==> src/rtl/serial_adder_ctrl.sv <==
// rtl/serial_adder_ctrl.sv - bit-serial WIDTH-bit adder (two half_adder_df cells + carry flop) with start/ready/done handshake
// Optional subtract mode enabled by defining SERIAL_ADDER_SUB_EN.

module half_adder_df (
    input  logic a_i,
    input  logic b_i,
    output logic sum_o,
    output logic carry_o
);
    assign sum_o   = a_i ^ b_i;
    assign carry_o = a_i & b_i;
endmodule

module serial_adder_ctrl #(
    parameter int WIDTH = 8
) (
    input  logic             clk,
    input  logic             rst_n,
    input  logic             start,
    input  logic [WIDTH-1:0] a,
    input  logic [WIDTH-1:0] b,
    input  logic             cin,
`ifdef SERIAL_ADDER_SUB_EN
    input  logic             sub,
`endif
    output logic             ready,
    output logic             busy,
    output logic             done,
    output logic [WIDTH-1:0] sum,
    output logic             cout
);
    localparam int CNT_W = $clog2(WIDTH) + 1;
    localparam logic [CNT_W-1:0] LAST_CNT = CNT_W'(WIDTH - 1);

    typedef enum logic [1:0] {S_IDLE, S_RUN, S_DONE} state_t;

    state_t             state_q, state_d;
    logic [WIDTH-1:0]   a_sh_q, a_sh_d;
    logic [WIDTH-1:0]   b_sh_q, b_sh_d;
    logic [WIDTH-1:0]   r_sh_q, r_sh_d;
    logic               c_q, c_d;
    logic [CNT_W-1:0]   cnt_q, cnt_d;
    logic [WIDTH-1:0]   sum_q, sum_d;
    logic               cout_q, cout_d;

    logic ha0_sum, ha0_carry, ha1_sum, ha1_carry;
    logic [WIDTH-1:0] b_load;
    logic             c_load;

    half_adder_df u_ha0 (
        .a_i     (a_sh_q[0]),
        .b_i     (b_sh_q[0]),
        .sum_o   (ha0_sum),
        .carry_o (ha0_carry)
    );

    half_adder_df u_ha1 (
        .a_i     (ha0_sum),
        .b_i     (c_q),
        .sum_o   (ha1_sum),
        .carry_o (ha1_carry)
    );

`ifdef SERIAL_ADDER_SUB_EN
    // Subtraction as a + ~b + 1: the forced carry-in supplies the +1.
    assign b_load = sub ? ~b : b;
    assign c_load = sub ? 1'b1 : cin;
`else
    assign b_load = b;
    assign c_load = cin;
`endif

    always_ff @(posedge clk or negedge rst_n) begin
        if (!rst_n) begin
            state_q <= S_IDLE;
            a_sh_q  <= '0;
            b_sh_q  <= '0;
            r_sh_q  <= '0;
            c_q     <= 1'b0;
            cnt_q   <= '0;
            sum_q   <= '0;
            cout_q  <= 1'b0;
        end else begin
            state_q <= state_d;
            a_sh_q  <= a_sh_d;
            b_sh_q  <= b_sh_d;
            r_sh_q  <= r_sh_d;
            c_q     <= c_d;
            cnt_q   <= cnt_d;
            sum_q   <= sum_d;
            cout_q  <= cout_d;
        end
    end

    always_comb begin
        state_d = state_q;
        a_sh_d  = a_sh_q;
        b_sh_d  = b_sh_q;
        r_sh_d  = r_sh_q;
        c_d     = c_q;
        cnt_d   = cnt_q;
        sum_d   = sum_q;
        cout_d  = cout_q;
        case (state_q)
            S_IDLE: begin
                if (start) begin
                    a_sh_d  = a;
                    b_sh_d  = b_load;
                    c_d     = c_load;
                    cnt_d   = '0;
                    state_d = S_RUN;
                end
            end
            S_RUN: begin
                // Result bits enter at the MSB so the LSB lands at bit 0 after WIDTH shifts.
                r_sh_d = {ha1_sum, r_sh_q[WIDTH-1:1]};
                c_d    = ha0_carry | ha1_carry;
                a_sh_d = a_sh_q >> 1;
                b_sh_d = b_sh_q >> 1;
                cnt_d  = cnt_q + CNT_W'(1);
                if (cnt_q == LAST_CNT) begin
                    sum_d   = r_sh_d;
                    cout_d  = c_d;
                    state_d = S_DONE;
                end
            end
            S_DONE: begin
                state_d = S_IDLE;
            end
            default: begin
                state_d = S_IDLE;
            end
        endcase
    end

    assign ready = (state_q == S_IDLE);
    assign busy  = (state_q == S_RUN);
    assign done  = (state_q == S_DONE);
    assign sum   = sum_q;
    assign cout  = cout_q;
endmodule

==> config.mk <==
export PLATFORM = sky130hd
export DESIGN_NAME = serial_adder_ctrl
export DESIGN_NICKNAME = d
export VERILOG_FILES = /design/src/rtl/serial_adder_ctrl.sv
export SDC_FILE = /design/constraint.sdc
export NUM_CORES = 1
export LEC_CHECK = 0
export BUFFER_PORTS_ARGS = -buffer_cell sky130_fd_sc_hd__buf_4
export CORE_ASPECT_RATIO = 0.6
export CORE_MARGIN = 5
export CORE_UTILIZATION = 50
export CTS_CLUSTER_DIAMETER = 30
export CTS_CLUSTER_SIZE = 10
export DETAILED_ROUTE_END_ITERATION = 12
export PLACE_DENSITY = 0.73
export SETUP_SLACK_MARGIN = 0.02
export SYNTH_ARGS = -nofsm -noshare
export SYNTH_HDL_FRONTEND = slang
export SYNTH_SLANG_ARGS = --single-unit
==> constraint.sdc <==
create_clock -name clk -period 3.4 [get_ports clk]
set_input_delay 0.51 -clock clk [delete_from_list [all_inputs] [get_ports clk]]
set_output_delay 0.51 -clock clk [all_outputs]
set_load 0.02 [all_outputs]
==> results of run 1 <==
## final timing paths
kind                            slack, ns  cells past startpoint         to
worst max-delay path                 1.04                      4       busy
worst min-delay path                 0.16                      1     sum[6]
worst max register to register       1.43                      4  a_sh_q[2]
worst min register to register       0.48                      2  r_sh_q[1]
max in group asynchronous            2.90                      1   cnt_q[1]
min in group clk                     0.47                      2  b_sh_q[7]
## metrics by stage
| step | hold slack, ns | area, um2 | total power, uW | cells | utilization, % |
|---|---|---|---|---|---|
| detailed placement | 0.473 | 1910 | 1530 | 222 | 59.6 |
| floorplan | 0.214 | 1630 | 1270 | 151 | - |
| CTS | 0.180 | 2020 | 1920 | 230 | 63.1 |
| global placement | 0.464 | 1910 | 1500 | 222 | 59.6 |
| finish | 0.163 | 2020 | 1900 | 230 | 63.1 |
| global route | 0.204 | 2020 | 2040 | 230 | 63.1 |
## logic make-up after synthesis
family,Yosys count
flip-flops,39
AND/OR/NAND/NOR,52
AO/OA/AOI/OAI,38
buffers and inverters,10
multiplexers,10
adder cells (fa/ha/maj),2
## power groups by stage
stage	clock (uW)	combinational (uW)	sequential (uW)
global placement	0	717	778
CTS	389	751	778
finish	382	744	779
detailed placement	0	745	788
global route	410	822	804
floorplan	0	441	825
## cells in the mapped netlist (2+ instances only)
library cell / number / area share (%)
a22o_1: 2 / 1.1
a22oi_1: 15 / 6.9
buf_2: 2 / 0.61
clkbuf_1: 6 / 1.4
dfrtp_1: 39 / 60
mux2_2: 10 / 6.9
nand2_1: 41 / 9.4
nand3_1: 3 / 0.92
nor2_1: 3 / 0.69
nor2b_1: 2 / 0.77
o21ai_0: 17 / 5.2
## layout make-up
type | instances | area [um2]
clock buffer | 5 | 68.8
clock inverter | 3 | 43.8
fill | 256 | 1180
inverter | 2 | 7.51
multi-input combinational | 102 | 613
sequential | 39 | 976
tap | 45 | 56.3
timing repair buffer | 34 | 255
## state kept, by name (all words and copies together), names as in the netlist
signal / count
sum: 8
r_sh_q: 7
cnt_q: 4
a_sh_q: 8
c_q: 1
state_q: 2
b_sh_q: 8
cout: 1
## per-layer routing
metal / vias to the layer above / track usage [%]
met5: - / 0
met4: 0 / 8.82
met3: 8 / 4.51
met2: 33 / 25.2
met1: 572 / 22.4
li1: 590 / -
==> flow_summary_export.csv, run 1 <==
group,metric,value,unit
setup_path,reg2reg_from,"state_q[0]",
min_path,hold_path_class,"input pin to async pin",
setup_path,cp_max_fo,22,
logic_synthesis,ys_types,22,
logic_synthesis,async_flop_share,100,%
grt,grt.total_usage,16.6,%
drt,met1_length,1.64,mm
die,core_area,3200,um2
drt,wl_met3,183,um
setup_path,critPathRequiredTime,2.89,ns
power,leakagePower,0.000963,uW
grt,grt.overflow.total,0,
clock_network,post-cts-setup-buffer-count,0,
drt,wl_met2,1.51,mm
finish,layout_common_cells,"nand2_1, dfrtp_1, buf_4",
sta,setup_tns,0,ns
die,num_rows,16,
setup_path,crit_start,"state_q[1]",
setup_path,crit_type,"flip-flop to output pin",
setup_path,crit_family,"buffers and inverters",
finish,mostFrequentLayoutCell,"nand2_1",
logic_synthesis,ys_ff_latch,39,
clock_network,cts_max_level,2,
clock_network,cts_made_buffers,5,
finish,drive_gt1_share,28.6,%
grt,grt_pass1_wl,5.66,mm
clock_network,root_buffer,"clkbuf_8",
sta,fin_crit_sh,69.3,%
logic_synthesis,synthFlopType,"dfrtp_1",
power,power_frac_seq,40.9,%
logic_synthesis,synthMuxAreaShare,6.91,%
clock_network,clock-sinks,39,
die,pin_count,32,
power,peakVddDrop,0.456,mV
sta,setup_viol,0,
clock_network,clk_latency,0.30,ns
logic_synthesis,syn_nets,173,
power,power_density,942,nW/um2
setup_path,slowest_delay,0.40,ns
drt,postRouteWirelength,3.41,mm
grt,antenna_found_initial,0,
place,globalplace.congestion,0.863,
setup_path,end_kind,"output pin",
setup_path,crit_slowest_cell,"nand2b_1",
drt,num_vias,1203,
setup_path,startpoint_type,"flip-flop",
finish,areaGrowthSynthToFinish,24.0,%
drt,first_pass_iters,4,
clock_network,cts_max_path_buffers,2,
power,p_sw_share,37.4,%
logic_synthesis,synth_edf_count,0,
logic_synthesis,synth_top_family_by_area,"compound AO/OA/AOI/OAI gates",
logic_synthesis,seq_area_frac_synth,59.9,%
drt,drc_errors,0,
drt,ant_nets,0,
die,fp.dieW,83.7,um
sta,finClkSkew,0.0104,ns
power,clkPwrFrac,20.0,%
sta,max_freq,425,MHz
sta,fin_crit,2.36,ns
setup_path,cp_num_buf_inv,3,
drt,top_layer,"met4",
logic_synthesis,yosys.area_share.simple,13.6,%
drt,avgViaCountPerCell,5.23,
power,combPwrFrac,39.1,%
place,hpwl,2.40,mm
drt,drt_iter0_markers,71,
setup_path,arrival,1.85,ns
power,p_sw,712,uW
setup_path,cpMostUsedCell,"buf_4",
sta,rsz0062_at_grt,"false",
setup_path,crit_chain,"buf_4 -> nand2b_1 -> clkinv_1 -> buf_4",
power,internal_power,1190,uW
finish,antennaDiodeCount,0,
grt,grt_pass1_vias,1116,
logic_synthesis,synth_fa_ha_area_share,2.00,%
drt,routedWlPerCell,14.8,um
clock_network,cts_tree,"done",
die,initial_core_util,50.9,%
sta,relSlewSlack,30.0,%
logic_synthesis,synth_area,1630,um2
sta,hold_viol_final,0,
grt,grt_max_degree,40,
die,die_area,4540,um2
clock_network,cts-resized-gates,0,
clock_network,clk_pin_slew,0.08,ns
sta,slew_violations,0,
sta,tightest_slew,1.05,ns
logic_synthesis,synth_xor_area_share,0,%
logic_synthesis,syn_avg_cell_area,10.8,um2
sta,fin_ws,1.04,ns
run_status,status,"finished, final reports clean",
logic_synthesis,syn_inst,151,
run,maxCapViolations,0,
place,port_buffers,31,
finish,nNetsFinal,206,
logic_synthesis,synth-compound-area-share,15.1,%
clock_network,cts.hold.buffers_added,0,
logic_synthesis,yosysWarningCount,0,
die,die_h,54.2,um
place,preCtsSetupSlack,1.37,ns
Note: power is estimated with default switching activity, not from simulation.
==> run 2: changes to the inputs <==
--- a/config.mk
+++ b/config.mk
@@ -8,11 +8,11 @@
 export BUFFER_PORTS_ARGS = -buffer_cell sky130_fd_sc_hd__buf_4
 export CORE_ASPECT_RATIO = 0.6
 export CORE_MARGIN = 5
-export CORE_UTILIZATION = 50
+export CORE_UTILIZATION = 48
 export CTS_CLUSTER_DIAMETER = 30
 export CTS_CLUSTER_SIZE = 10
 export DETAILED_ROUTE_END_ITERATION = 12
-export PLACE_DENSITY = 0.73
+export PLACE_DENSITY = 0.74
 export SETUP_SLACK_MARGIN = 0.02
 export SYNTH_ARGS = -nofsm -noshare
 export SYNTH_HDL_FRONTEND = slang
==> constraint.sdc (replaced) <==
create_clock -name clk -period 1.9 [get_ports clk]
set_input_delay 0.285 -clock clk [delete_from_list [all_inputs] [get_ports clk]]
set_output_delay 0.285 -clock clk [all_outputs]
set_load 0.02 [all_outputs]
==> flow_summary_export.csv, run 2 (synthesis gave the netlist of run 1 again) <==
group,metric,value,unit
sta,hold_viol_final,0,
setup_path,cpMostUsedCell,"buf_4",
clock_network,cts_max_level,2,
drt,drc_errors,0,
grt,antenna_found_initial,0,
drt,num_vias,1248,
power,peakVddDrop,0.710,mV
min_path,hold_depth,2,
sta,setup_tns,0,ns
sta,rsz0062_at_grt,"false",
sta,slew_violations,0,
place,globalplace.congestion,0.744,
clock_network,clk_pin_slew,0.07,ns
setup_path,slowest_delay,0.49,ns
setup_path,crit_chain,"nand2b_1 -> buf_4 -> clkinv_1 -> buf_4",
min_path,hold_path_class,"input pin to flip-flop",
die,fp.dieW,85.2,um
run,maxCapViolations,0,
place,dpl_cell_area,1940,um2
drt,routedWlPerCell,14.8,um
die,core_area,3260,um2
drt,drt_iter0_markers,93,
finish,layout_common_cells,"nand2_1, dfrtp_1, buf_4",
finish,antennaDiodeCount,0,
grt,use_met1,21.2,%
setup_path,critPathRequiredTime,1.62,ns
grt,grt_pass1_wl,6.00,mm
place,port_buffers,31,
finish,nFillCells,261,
die,num_rows,16,
grt,grt.busiest_layer,"met2",
die,die_h,55.1,um
setup_path,ff2ff_setup_slack,0.23,ns
die,pin_count,32,
clock_network,cts_made_buffers,5,
grt,grt.overflow.total,0,
sta,hold_slack,0.240,ns
finish,finalInstanceArea,2070,um2
setup_path,reg2reg_depth,3,
setup_path,end_kind,"output pin",
clock_network,root_buffer,"clkbuf_8",
setup_path,cp_max_fo,10,
grt,grt.total_usage,17.2,%
sta,fin_crit,1.78,ns
drt,first_pass_iters,4,
setup_path,crit_type,"flip-flop to output pin",
sta,max_freq,562,MHz
power,power_density,1700,nW/um2
setup_path,startpoint_type,"flip-flop",
min_path,min_from,"b[7]",
place,hpwl,2.47,mm
finish,nNetsFinal,211,
setup_path,crit_slowest_cell,"dfrtp_1",
sta,fin_crit_sh,93.7,%
die,initial_core_util,49.9,%
grt,met2_usage,28.5,%
power,power,3510,uW
clock_network,clk_latency,0.29,ns
die,die_area,4700,um2
sta,tightest_slew,0.489,ns
setup_path,cp_num_buf_inv,3,
clock_network,cts-resized-gates,0,
setup_path,crit_family,"buffers and inverters",
setup_path,reg2reg_from,"state_q[0]",
sta,finClkSkew,0.00615,ns
finish,drive_gt1_share,30.0,%
min_path,hold_path_end,"b_sh_q[7]",
finish,areaGrowthSynthToFinish,26.8,%
grt,grt_max_degree,40,
power,leakagePower,0.000989,uW
sta,setup_viol,0,
grt,grt_util_met3,5.47,%
drt,postRouteWirelength,3.48,mm
drt,avgViaCountPerCell,5.31,
sta,relSlewSlack,67.3,%
setup_path,r2r-end,"sum[4]",
finish,mostFrequentLayoutCell,"nand2_1",
setup_path,arrival,1.50,ns
finish,final_util,63.3,%
run_status,status,"finished, final reports clean",
drt,ant_nets,0,
grt,grt_pass1_vias,1239,
clock_network,cts_tree,"done",
clock_network,clock-sinks,39,
clock_network,cts_max_path_buffers,2,
[run 2: what timing repair did]
item / 4_1_cts / 5_1_grt
endpoints found under the hold margin: 39 / 0
hold buffers: 1 / 0
buffers inserted: 0 / 0
[run 2: metrics by stage]
stage	worst slack, ns	cells
after floorplan	0.461	151
after detailed placement	0.249	226
final	0.120	235
after global routing	0.0291	235
after CTS	0.115	235
after global placement	0.333	226
[run 2: power breakdown]
group          internal (uW)  switching [uW]
combinational            623             753
clock                    425             281
sequential              1180             254
[run 2: final cells by class]
class	count	area (um2)	area share, %
sequential	39	976	47.2
multi-input combinational	102	613	29.7
timing repair buffer	39	295	14.3
clock buffer	6	82.6	4.00
tap	45	56.3	2.73
clock inverter	2	35.0	1.70
inverter	2	7.51	0.363
[run 2: worst max path at each step]
stage / start / end / slack [ns] / cells after the start
after floorplan: state_q[0] / cnt_q[1] / 0.46 / 4
after global placement: state_q[0] / sum[5] / 0.33 / 3
after detailed placement: state_q[0] / sum[4] / 0.25 / 3
after CTS: state_q[0] / busy / 0.11 / 4
after global routing: state_q[0] / busy / 0.03 / 4
final: state_q[0] / busy / 0.12 / 4
[run 2: layer usage]
layer,routed length [um],up-vias
li1,-,602
met1,1610,611
met2,1630,27
met3,184,8
met4,57,0
met5,0,-
